[config.mk]
export PLATFORM = sky130hd
export DESIGN_NAME = arbitro_puertas
export DESIGN_NICKNAME = d
export VERILOG_FILES = /design/src/rtl/arbitro_puertas_pkg.sv /design/src/rtl/arbitro_puertas_puertas_bus.sv /design/src/rtl/arbitro_puertas.sv
export SDC_FILE = /design/constraint.sdc
export NUM_CORES = 1
export LEC_CHECK = 0
export CAP_MARGIN = 15
export CORE_ASPECT_RATIO = 0.6
export CORE_MARGIN = 3
export CORE_UTILIZATION = 40
export DETAILED_ROUTE_END_ITERATION = 12
export PLACE_DENSITY = 0.76
export REMOVE_ABC_BUFFERS = 1
export SLEW_MARGIN = 20
export SYNTH_ARGS = -nofsm -noshare
export SYNTH_HDL_FRONTEND = slang
export SYNTH_HIERARCHICAL = 1
export SYNTH_SLANG_ARGS = --single-unit
[constraint.sdc]
create_clock -name i_clk -period 1.5 [get_ports i_clk]
set_input_delay 0.15 -clock i_clk [delete_from_list [all_inputs] [get_ports i_clk]]
set_output_delay 0.15 -clock i_clk [all_outputs]
set_load 0.02 [all_outputs]
[src/rtl/arbitro_puertas_pkg.sv]
// Shared definitions for the arbitro_puertas gate arbiter.
//   - 3-bit opcode constants for the bitwise gate unit
//   - FSM state encoding (IDLE / CALC / RESP)
package arbitro_puertas_pkg;

    localparam logic [2:0] OP_AND  = 3'd0;
    localparam logic [2:0] OP_NAND = 3'd1;
    localparam logic [2:0] OP_OR   = 3'd2;
    localparam logic [2:0] OP_NOR  = 3'd3;
    localparam logic [2:0] OP_NOT  = 3'd4;
    localparam logic [2:0] OP_XOR  = 3'd5;
    localparam logic [2:0] OP_XNOR = 3'd6;
    localparam logic [2:0] OP_RSVD = 3'd7;

    typedef enum logic [1:0] {
        IDLE = 2'd0,
        CALC = 2'd1,
        RESP = 2'd2
    } state_t;

endpackage

[src/rtl/arbitro_puertas_puertas_bus.sv]
// puertas_bus: combinational WIDTH-bit bitwise gate unit.
// Ports:
//   a_i, b_i    operands
//   and_o .. xnor_o   all seven gate results in parallel (not_o = ~a_i)
module puertas_bus #(
    parameter int WIDTH = 4
) (
    input  logic [WIDTH-1:0] a_i,
    input  logic [WIDTH-1:0] b_i,
    output logic [WIDTH-1:0] and_o,
    output logic [WIDTH-1:0] nand_o,
    output logic [WIDTH-1:0] or_o,
    output logic [WIDTH-1:0] nor_o,
    output logic [WIDTH-1:0] not_o,
    output logic [WIDTH-1:0] xor_o,
    output logic [WIDTH-1:0] xnor_o
);

    assign and_o  = a_i & b_i;
    assign nand_o = ~(a_i & b_i);
    assign or_o   = a_i | b_i;
    assign nor_o  = ~(a_i | b_i);
    assign not_o  = ~a_i;
    assign xor_o  = a_i ^ b_i;
    assign xnor_o = ~(a_i ^ b_i);

endmodule

[src/rtl/arbitro_puertas.sv]
// arbitro_puertas: round-robin arbiter sharing one puertas_bus gate unit
// between NUM_REQ requesters over valid/ready request/response channels.
//
// Ports:
//   i_clk, i_rst_n            clock, async active-low reset
//   i_req_valid/o_req_ready   per-requester request handshake
//   i_req_a/i_req_b           packed operands, requester k at [k*WIDTH +: WIDTH]
//   i_req_op                  packed opcodes, requester k at [k*3 +: 3]
//   o_rsp_valid/i_rsp_ready   per-requester response handshake (valid is one-hot)
//   o_rsp_data                shared result, qualified by o_rsp_valid
//   o_busy                    high whenever the FSM is not IDLE
//   o_rsp_err                 only with ARBITRO_PUERTAS_OP_ERR_EN: flags op 7
//
// Build option: define ARBITRO_PUERTAS_OP_ERR_EN to add o_rsp_err.
//
// state | meaning
// IDLE  | arbitrate; grant one valid requester and latch its operands
// CALC  | latched operands through gate unit, register result
// RESP  | present result to owner until its i_rsp_ready
module arbitro_puertas
    import arbitro_puertas_pkg::*;
#(
    parameter int NUM_REQ = 2,
    parameter int WIDTH   = 4
) (
    input  logic                   i_clk,
    input  logic                   i_rst_n,
    input  logic [NUM_REQ-1:0]     i_req_valid,
    output logic [NUM_REQ-1:0]     o_req_ready,
    input  logic [NUM_REQ*WIDTH-1:0] i_req_a,
    input  logic [NUM_REQ*WIDTH-1:0] i_req_b,
    input  logic [NUM_REQ*3-1:0]   i_req_op,
    output logic [NUM_REQ-1:0]     o_rsp_valid,
    input  logic [NUM_REQ-1:0]     i_rsp_ready,
    output logic [WIDTH-1:0]       o_rsp_data,
`ifdef ARBITRO_PUERTAS_OP_ERR_EN
    output logic                   o_rsp_err,
`endif
    output logic                   o_busy
);

    localparam int GW = (NUM_REQ > 1) ? $clog2(NUM_REQ) : 1;

    state_t             state_q, state_d;
    logic [GW-1:0]      last_grant_q, last_grant_d;
    logic [GW-1:0]      grant_q, grant_d;
    logic [WIDTH-1:0]   a_q, a_d;
    logic [WIDTH-1:0]   b_q, b_d;
    logic [2:0]         op_q, op_d;
    logic [WIDTH-1:0]   rsp_data_q, rsp_data_d;
    logic [NUM_REQ-1:0] rsp_valid_q, rsp_valid_d;
    logic               rsp_err_q, rsp_err_d;

    logic [GW-1:0]      winner;
    logic               any_valid;
    int                 idx;

    logic [WIDTH-1:0] g_and, g_nand, g_or, g_nor, g_not, g_xor, g_xnor;
    logic [WIDTH-1:0] gate_res;

    puertas_bus #(.WIDTH(WIDTH)) u_puertas_bus (
        .a_i    (a_q),
        .b_i    (b_q),
        .and_o  (g_and),
        .nand_o (g_nand),
        .or_o   (g_or),
        .nor_o  (g_nor),
        .not_o  (g_not),
        .xor_o  (g_xor),
        .xnor_o (g_xnor)
    );

    always_comb begin
        gate_res = '0;
        case (op_q)
            OP_AND:  gate_res = g_and;
            OP_NAND: gate_res = g_nand;
            OP_OR:   gate_res = g_or;
            OP_NOR:  gate_res = g_nor;
            OP_NOT:  gate_res = g_not;
            OP_XOR:  gate_res = g_xor;
            OP_XNOR: gate_res = g_xnor;
            default: gate_res = '0;
        endcase
    end

    // Round-robin search starting just after last_grant. Scanning from the
    // farthest offset down lets the nearest valid requester overwrite.
    always_comb begin
        any_valid = 1'b0;
        winner    = '0;
        idx       = 0;
        for (int i = NUM_REQ; i >= 1; i--) begin
            idx = int'(last_grant_q) + i;
            if (idx >= NUM_REQ) idx = idx - NUM_REQ;
            if (i_req_valid[idx]) begin
                any_valid = 1'b1;
                winner    = GW'(idx);
            end
        end
    end

    // Ready is also masked by reset so every output reads 0 while held in reset.
    always_comb begin
        o_req_ready = '0;
        if (state_q == IDLE && any_valid && i_rst_n)
            o_req_ready[winner] = 1'b1;
    end

    always_comb begin
        state_d      = state_q;
        last_grant_d = last_grant_q;
        grant_d      = grant_q;
        a_d          = a_q;
        b_d          = b_q;
        op_d         = op_q;
        rsp_data_d   = rsp_data_q;
        rsp_valid_d  = rsp_valid_q;
        rsp_err_d    = rsp_err_q;
        case (state_q)
            IDLE: begin
                if (any_valid) begin
                    a_d          = i_req_a[int'(winner)*WIDTH +: WIDTH];
                    b_d          = i_req_b[int'(winner)*WIDTH +: WIDTH];
                    op_d         = i_req_op[int'(winner)*3 +: 3];
                    grant_d      = winner;
                    last_grant_d = winner;
                    state_d      = CALC;
                end
            end
            CALC: begin
                rsp_data_d           = gate_res;
                rsp_valid_d          = '0;
                rsp_valid_d[grant_q] = 1'b1;
                rsp_err_d            = (op_q == OP_RSVD);
                state_d              = RESP;
            end
            RESP: begin
                if (i_rsp_ready[grant_q]) begin
                    rsp_valid_d = '0;
                    rsp_err_d   = 1'b0;
                    state_d     = IDLE;
                end
            end
            default: state_d = IDLE;
        endcase
    end

    always_ff @(posedge i_clk or negedge i_rst_n) begin
        if (!i_rst_n) begin
            state_q      <= IDLE;
            last_grant_q <= GW'(NUM_REQ - 1);
            grant_q      <= '0;
            a_q          <= '0;
            b_q          <= '0;
            op_q         <= '0;
            rsp_data_q   <= '0;
            rsp_valid_q  <= '0;
            rsp_err_q    <= 1'b0;
        end else begin
            state_q      <= state_d;
            last_grant_q <= last_grant_d;
            grant_q      <= grant_d;
            a_q          <= a_d;
            b_q          <= b_d;
            op_q         <= op_d;
            rsp_data_q   <= rsp_data_d;
            rsp_valid_q  <= rsp_valid_d;
            rsp_err_q    <= rsp_err_d;
        end
    end

    assign o_rsp_valid = rsp_valid_q;
    assign o_rsp_data  = rsp_data_q;
    assign o_busy      = (state_q != IDLE);
`ifdef ARBITRO_PUERTAS_OP_ERR_EN
    assign o_rsp_err   = rsp_err_q;
`else
    // Without the error port op 7 simply returns zeros; the flag is unused.
    logic unused_err;
    assign unused_err  = rsp_err_q;
`endif

endmodule

==> results.py, run 1 <==
metrics = {
    "finish": {
        "fin_util": 0.624,
        "seq_area_sq_um": 528,
        "num_antenna_cells": 0,
        "final_area_sq_um": 2160,
        "layout.cells.non_filler": 261,
        "drive_gt1_frac": 0.222,
        "nFillCells": 278,
        "synthToLayoutAreaGrowth_pct": 39.8,
        "nets": 261,
        "multiInputGateArea_sq_um": 908,
    },
    "drt": {
        "post-route-drc-count": 0,
        "wl_per_cell_um": 14.0,
        "wirelength_um": 3640,
        "ant_nets": 0,
        "vias": 1338,
        "drt-initial-drc-count": 70,
        "first_pass_iters": 4,
        "vias_per_cell": 5.13,
    },
    "global_routing": {
        "grt_pass1_wl_um": 5930,
        "antenna_found_initial": 0,
        "grt_overflow_total": 0,
        "grt.total_usage": 0.168,
        "grt_max_degree": 25,
        "grt_pass1_vias": 1318,
    },
    "synthesis": {
        "synth.distinct_cells": 35,
        "ys_seq_elements": 21,
        "yosysWarnings": 6,
        "syn_avg_cell_area_sq_um": 9.48,
        "synthAdderAreaFrac": 0.130,
        "netlist_area_sq_um": 1550,
        "synth_cells": 163,
        "synth_compound_area_frac": 0.182,
        "synth_top_family_by_area": "compound AO/OA/AOI/OAI gates",
        "yosys.area_share.simple": 0.121,
        "muxShareOfSynthArea": 0.123,
        "ys_seq_area_frac": 0.341,
        "yosys.area_share.xor_xnor": 0,
    },
    "floorplan": {
        "fp.dieH_um": 54.1,
        "num_io_pins": 37,
        "die_area_sq_um": 4670,
        "row_count": 16,
        "coreArea_sq_um": 3460,
        "fp.dieW_um": 86.2,
        "initial_core_util": 0.446,
    },
    "timing": {
        "whs_ps": 289,
        "rsz0062_at_grt": "yes",
        "finalSetupTns_ps": 0,
        "final_hold_viol_count": 0,
        "layout_min_cycle_time_ps": 1500,
        "slew_violations": 0,
        "finalSetupViolations": 0,
        "max_freq_ghz": 0.668,
        "fin_crit_sh": 0.998,
        "setup_slack_ps": 3.23,
        "relSlewSlack": 0.703,
        "tightest_slew_ps": 443,
        "skew_ps": 4.32,
    },
    "setup_path": {
        "reg2reg_slack_ps": 3,
        "rr_endpoint": "o_rsp_data[2]$_DFFE_PN0P_",
        "reg2reg_depth": 6,
        "path_class": "flop to flop",
        "worstPathArrival_ps": 1660,
        "worstSetupStartpointType": "flop",
        "endpoint_kind": "flop",
        "crit_fanout": 3,
        "cp.required_ps": 1660,
        "r2r_start": "a_q[2]$_DFFE_PN0P_",
    },
    "clock_tree": {
        "ctsLongestPathBuffers": 2,
        "clock_latency_ps": 270,
        "holdBufCountCts": 0,
        "cts-root-buf": "clkbuf_8",
        "cts_made_buffers": 3,
        "clkSlewWorstSetupHoldPaths_ps": 80,
        "cts_tree": "yes",
        "h-tree-depth": 1,
        "cts_sinks": 21,
    },
    "placed_design": {
        "dp_hpwl_um": 2760,
        "post-place-cells": 254,
        "dpl_cell_area_sq_um": 2040,
        "dp_slack_ps": -303,
        "io_buffers": 36,
        "place_congestion": 0.793,
    },
    "min_path": {
        "hold_path.class": "input pin to async pin",
    },
    "power": {
        "powerDensity_nw_per_um2": 1980,
        "leakage_nw": 1.03,
        "finalPower_mw": 4.27,
        "vdd_drop_max_mv": 0.982,
    },
    "run_status": {
        "status": "finished, final reports clean",
    },
    "flow_run": {
        "maxCapViolCount": 0,
    },
}
sequential cells by signal, indices dropped and copies added (netlist names):
register / flops
o_rsp_data: 4
a_q: 4
b_q: 4
op_q: 3
state_q: 2
last_grant_q: 1
o_rsp_valid: 2
grant_q: 1
power breakdown:
part,internal (mW),leakage (nW),switching (mW)
Sequential,0.850,0.245,0.260
Combinational,1.40,0.759,1.38
Clock,0.190,0.0228,0.191
Total,2.44,1.03,1.83
layout by cell type, fill, tap and decap left out, types with 3 or more instances in the layout:
| master | n |
|---|---|
| ha_4 | 3 |
| inv_1 | 17 |
| ha_1 | 12 |
| buf_6 | 3 |
| a31oi_1 | 5 |
| buf_4 | 19 |
| clkdlybuf4s50_1 | 33 |
| clkbuf_8 | 3 |
| a22o_1 | 4 |
| nand2_1 | 8 |
| nor2_1 | 13 |
| mux2i_1 | 18 |
| dfrtp_1 | 19 |
| a21oi_1 | 15 |
| inv_2 | 6 |
synth_stat cells:
master	n	area share
a211o_1	2	0.011
a211oi_1	2	0.0097
a21boi_4	1	0.012
a21oi_1	15	0.049
a221oi_1	1	0.0057
a22o_1	4	0.023
a31oi_1	5	0.020
and3_1	1	0.0041
and3b_1	1	0.0057
and4b_1	2	0.013
buf_2	4	0.013
buf_4	1	0.0049
buf_6	4	0.029
dfrtp_1	20	0.32
dfstp_2	1	0.017
ha_1	16	0.13
inv_1	23	0.056
mux2i_1	19	0.12
nand2_1	8	0.019
nand2b_1	2	0.0081
nand3_1	1	0.0032
nand3b_1	2	0.0097
nor2_1	13	0.032
nor2_2	1	0.0041
nor2b_1	1	0.0041
nor2b_2	1	0.0057
nor3_1	1	0.0032
nor4b_2	1	0.0097
o21a_1	2	0.0097
o21a_2	1	0.0057
o21ai_0	2	0.0065
o21ai_1	1	0.0032
o221ai_1	2	0.011
o2bb2ai_2	1	0.0097
o311ai_1	1	0.0057
repair_timing:
| action | in CTS | in global routing |
|---|---|---|
| resized for setup | 16 | 13 |
| endpoints found under the setup margin | 6 | 6 |
| pin swaps | 6 | 3 |
| setup buffers | 2 | 1 |
worst max-delay path by stage:
stage / start / to / slack [ps] / depth (start not counted)
2_1_floorplan: op_q[0]$_DFFE_PN0P_ / o_rsp_data[2]$_DFFE_PN0P_ / -9 / 4
3_3_place_gp: i_req_valid[1] / o_req_ready[1] / -270 / 4
3_5_place_dp: i_req_valid[1] / o_req_ready[1] / -300 / 4
4_1_cts: a_q[2]$_DFFE_PN0P_ / o_rsp_data[2]$_DFFE_PN0P_ / -2 / 6
5_1_grt: b_q[2]$_DFFE_PN0P_ / o_rsp_data[2]$_DFFE_PN0P_ / -90 / 7
6_report: a_q[2]$_DFFE_PN0P_ / o_rsp_data[2]$_DFFE_PN0P_ / 3 / 6
worst max-delay path: stages (launching register included):
cell,delay [ps]
dfrtp_1,400
inv_2,100
ha_4,210
mux2i_2,160
a211oi_2,90
a211o_1,250
a22o_1,190
area by class of cell:
cell class	instances	share of cell area
well taps	45	0.0261
flip-flops and latches	21	0.244
clock buffers	4	0.0208
repair buffers	58	0.248
multi-input cells	110	0.420
inverters	23	0.0400
logic make-up after synthesis:
family	after synthesis
buf+inv	32
mux	19
fa+ha+maj	16
compound gates	40
flops	21
simple gates	35
per-layer routing:
layer | GRT usage | part of all wire | up-vias | wire (um)
li1 | - | - | 666 | -
met1 | 0.208 | 0.44 | 624 | 1590
met2 | 0.281 | 0.49 | 42 | 1780
met3 | 0.0520 | 0.060 | 6 | 220
met4 | 0.0596 | 0.014 | 0 | 50
met5 | 0 | 0 | - | 0
(Power assumes the default switching activity.)
==> inputs of run 2 (changes only) <==
Settings changed: CORE_ASPECT_RATIO 0.6 to 0.5, MAX_ROUTING_LAYER set to met4.
==> run 2 against run 1 <==
  * Clock skew about the same
  * Clock power about the same
  * Sequential share of layout area down 0.93 points
  * Count of clock-buffer cells in the layout down 1
  * Total power up 4.1%
  * First-iteration DRC count down 26%
  * Sequential cell count unchanged
  * Sequential power about the same
  * Hold slack better by 31 ps
  * Core utilization up 0.45 points
  * Wire length down 0.91%
  * Largest cell class unchanged
==> results.py, run 2 (same netlist as run 1, synthesis figures left out) <==
metrics = {
    "run_status": {
        "status": "finished, final reports clean",
    },
    "setup_path": {
        "path_class": "flop to flop",
        "r2r_start": "a_q[2]$_DFFE_PN0P_",
        "endpoint_kind": "flop",
        "crit_fanout": 3,
        "cp.required_ps": 1660,
        "reg2reg_depth": 6,
        "worstPathArrival_ps": 1640,
        "worstSetupStartpointType": "flop",
        "reg2reg_slack_ps": 20,
        "rr_endpoint": "o_rsp_data[2]$_DFFE_PN0P_",
    },
    "clock_tree": {
        "holdBufCountCts": 0,
        "cts_made_buffers": 3,
        "clkSlewWorstSetupHoldPaths_ps": 80,
        "cts-root-buf": "clkbuf_8",
        "cts_tree": "yes",
        "cts_sinks": 21,
        "clock_latency_ps": 260,
        "ctsLongestPathBuffers": 2,
        "h-tree-depth": 1,
    },
    "power": {
        "p_int_mw": 2.55,
        "leakage_nw": 1.07,
        "vdd_drop_max_mv": 1.02,
        "p_comb_frac": 0.669,
        "clockPowerShare": 0.086,
        "seqPwrFrac": 0.245,
        "powerDensity_nw_per_um2": 1990,
        "switching_power_mw": 1.90,
        "p_sw_frac": 0.426,
        "finalPower_mw": 4.45,
    },
    "timing": {
        "max_freq_ghz": 0.674,
        "skew_ps": 4.07,
        "relSlewSlack": 0.784,
        "tightest_slew_ps": 324,
        "layout_min_cycle_time_ps": 1480,
        "fin_crit_sh": 0.990,
        "final_hold_viol_count": 0,
        "finalSetupViolations": 0,
        "slew_violations": 0,
        "rsz0062_at_grt": "yes",
    },
    "drt": {
        "vias_per_cell": 4.86,
        "vias": 1342,
        "wl_per_cell_um": 13.1,
        "ant_nets": 0,
        "post-route-drc-count": 0,
        "wirelength_um": 3610,
        "first_pass_iters": 4,
        "drt-initial-drc-count": 52,
    },
    "finish": {
        "layout.cells.non_filler": 276,
        "mostFrequentLayoutCell": "clkdlybuf4s50_1",
        "num_antenna_cells": 0,
        "fin_util": 0.628,
        "nets": 270,
        "final_cell_mix": "33 x clkdlybuf4s50_1, 29 x buf_4, 20 x dfrtp_1",
        "drive_gt1_frac": 0.267,
        "synthToLayoutAreaGrowth_pct": 45.0,
    },
    "placed_design": {
        "place_congestion": 0.794,
        "io_buffers": 36,
        "post-place-cells": 266,
        "dp_hpwl_um": 2740,
    },
    "global_routing": {
        "grt_pass1_wl_um": 5950,
        "grt_overflow_total": 0,
        "grt_max_degree": 25,
        "antenna_found_initial": 0,
        "grt_pass1_vias": 1330,
        "grt.total_usage": 0.165,
    },
    "min_path": {
        "hold_path.class": "input pin to async pin",
    },
    "floorplan": {
        "fp.dieH_um": 50.0,
        "die_area_sq_um": 4690,
        "row_count": 15,
        "fp.dieW_um": 93.9,
        "initial_core_util": 0.433,
        "coreArea_sq_um": 3570,
        "num_io_pins": 37,
    },
    "flow_run": {
        "maxCapViolCount": 0,
    },
}
-- run 2: how the worst max path moves through the flow --
stage               depth (start not counted)           startpoint                   endpoint
floorplan                                   4  op_q[0]$_DFFE_PN0P_  o_rsp_data[2]$_DFFE_PN0P_
global placement                            4       i_req_valid[1]             o_req_ready[1]
detailed placement                          4       i_req_valid[1]             o_req_ready[1]
CTS                                         6   b_q[1]$_DFFE_PN0P_  o_rsp_data[1]$_DFFE_PN0P_
global route                                6   a_q[3]$_DFFE_PN0P_  o_rsp_data[3]$_DFFE_PN0P_
finish                                      6   a_q[2]$_DFFE_PN0P_  o_rsp_data[2]$_DFFE_PN0P_
-- run 2: area by class of cell --
cell class | count | area [sq um]
Timing Repair Buffer | 67 | 586
Fill cell | 294 | 1330
Tap cell | 51 | 63.8
Clock inverter | 1 | 5.00
Sequential cell | 21 | 527
Clock buffer | 3 | 41.3
Multi-Input combinational cell | 110 | 932
Inverter | 23 | 86.3
-- run 2: routing by layer --
layer	track usage	wire [um]
met4	0.0360	29
met1	0.196	1650
met3	0.0290	88
met5	-	0
met2	0.295	1840
-- run 2: critical path: stages, from the launching register on --
cell	delay, ps
dfrtp_1	410
inv_2	100
ha_4	200
mux2i_1	150
a211oi_1	90
a211o_1	230
a22o_1	190
-- run 2: power groups by stage --
stage               Combinational [mW]  Sequential (mW)  Clock [mW]
floorplan                         1.32             1.27           0
global placement                  2.50             1.06           0
detailed placement                2.65             1.08           0
CTS                               2.75             1.07       0.389
global route                      3.29             1.13       0.411
finish                            2.98             1.09       0.381
-- run 2: repair_timing --
item / 4_1_cts / 5_1_grt
resized for setup: 16 / 13
setup endpoints to repair: 5 / 6
endpoints found under the hold margin: 0 / 0
setup buffers: 2 / 4
pin swaps: 2 / 10
-- run 2: metrics by stage --
step	cell area [sq um]	setup TNS [ps]	hold slack, ps	worst slack [ps]
after global routing	2240	-105	346	-39.3
final	2240	0	319	15.4
after CTS	2170	0	325	8.21
after detailed placement	2080	-610	490	-276
after floorplan	1470	-8.62	-146	-8.62
after global placement	2080	-525	489	-264
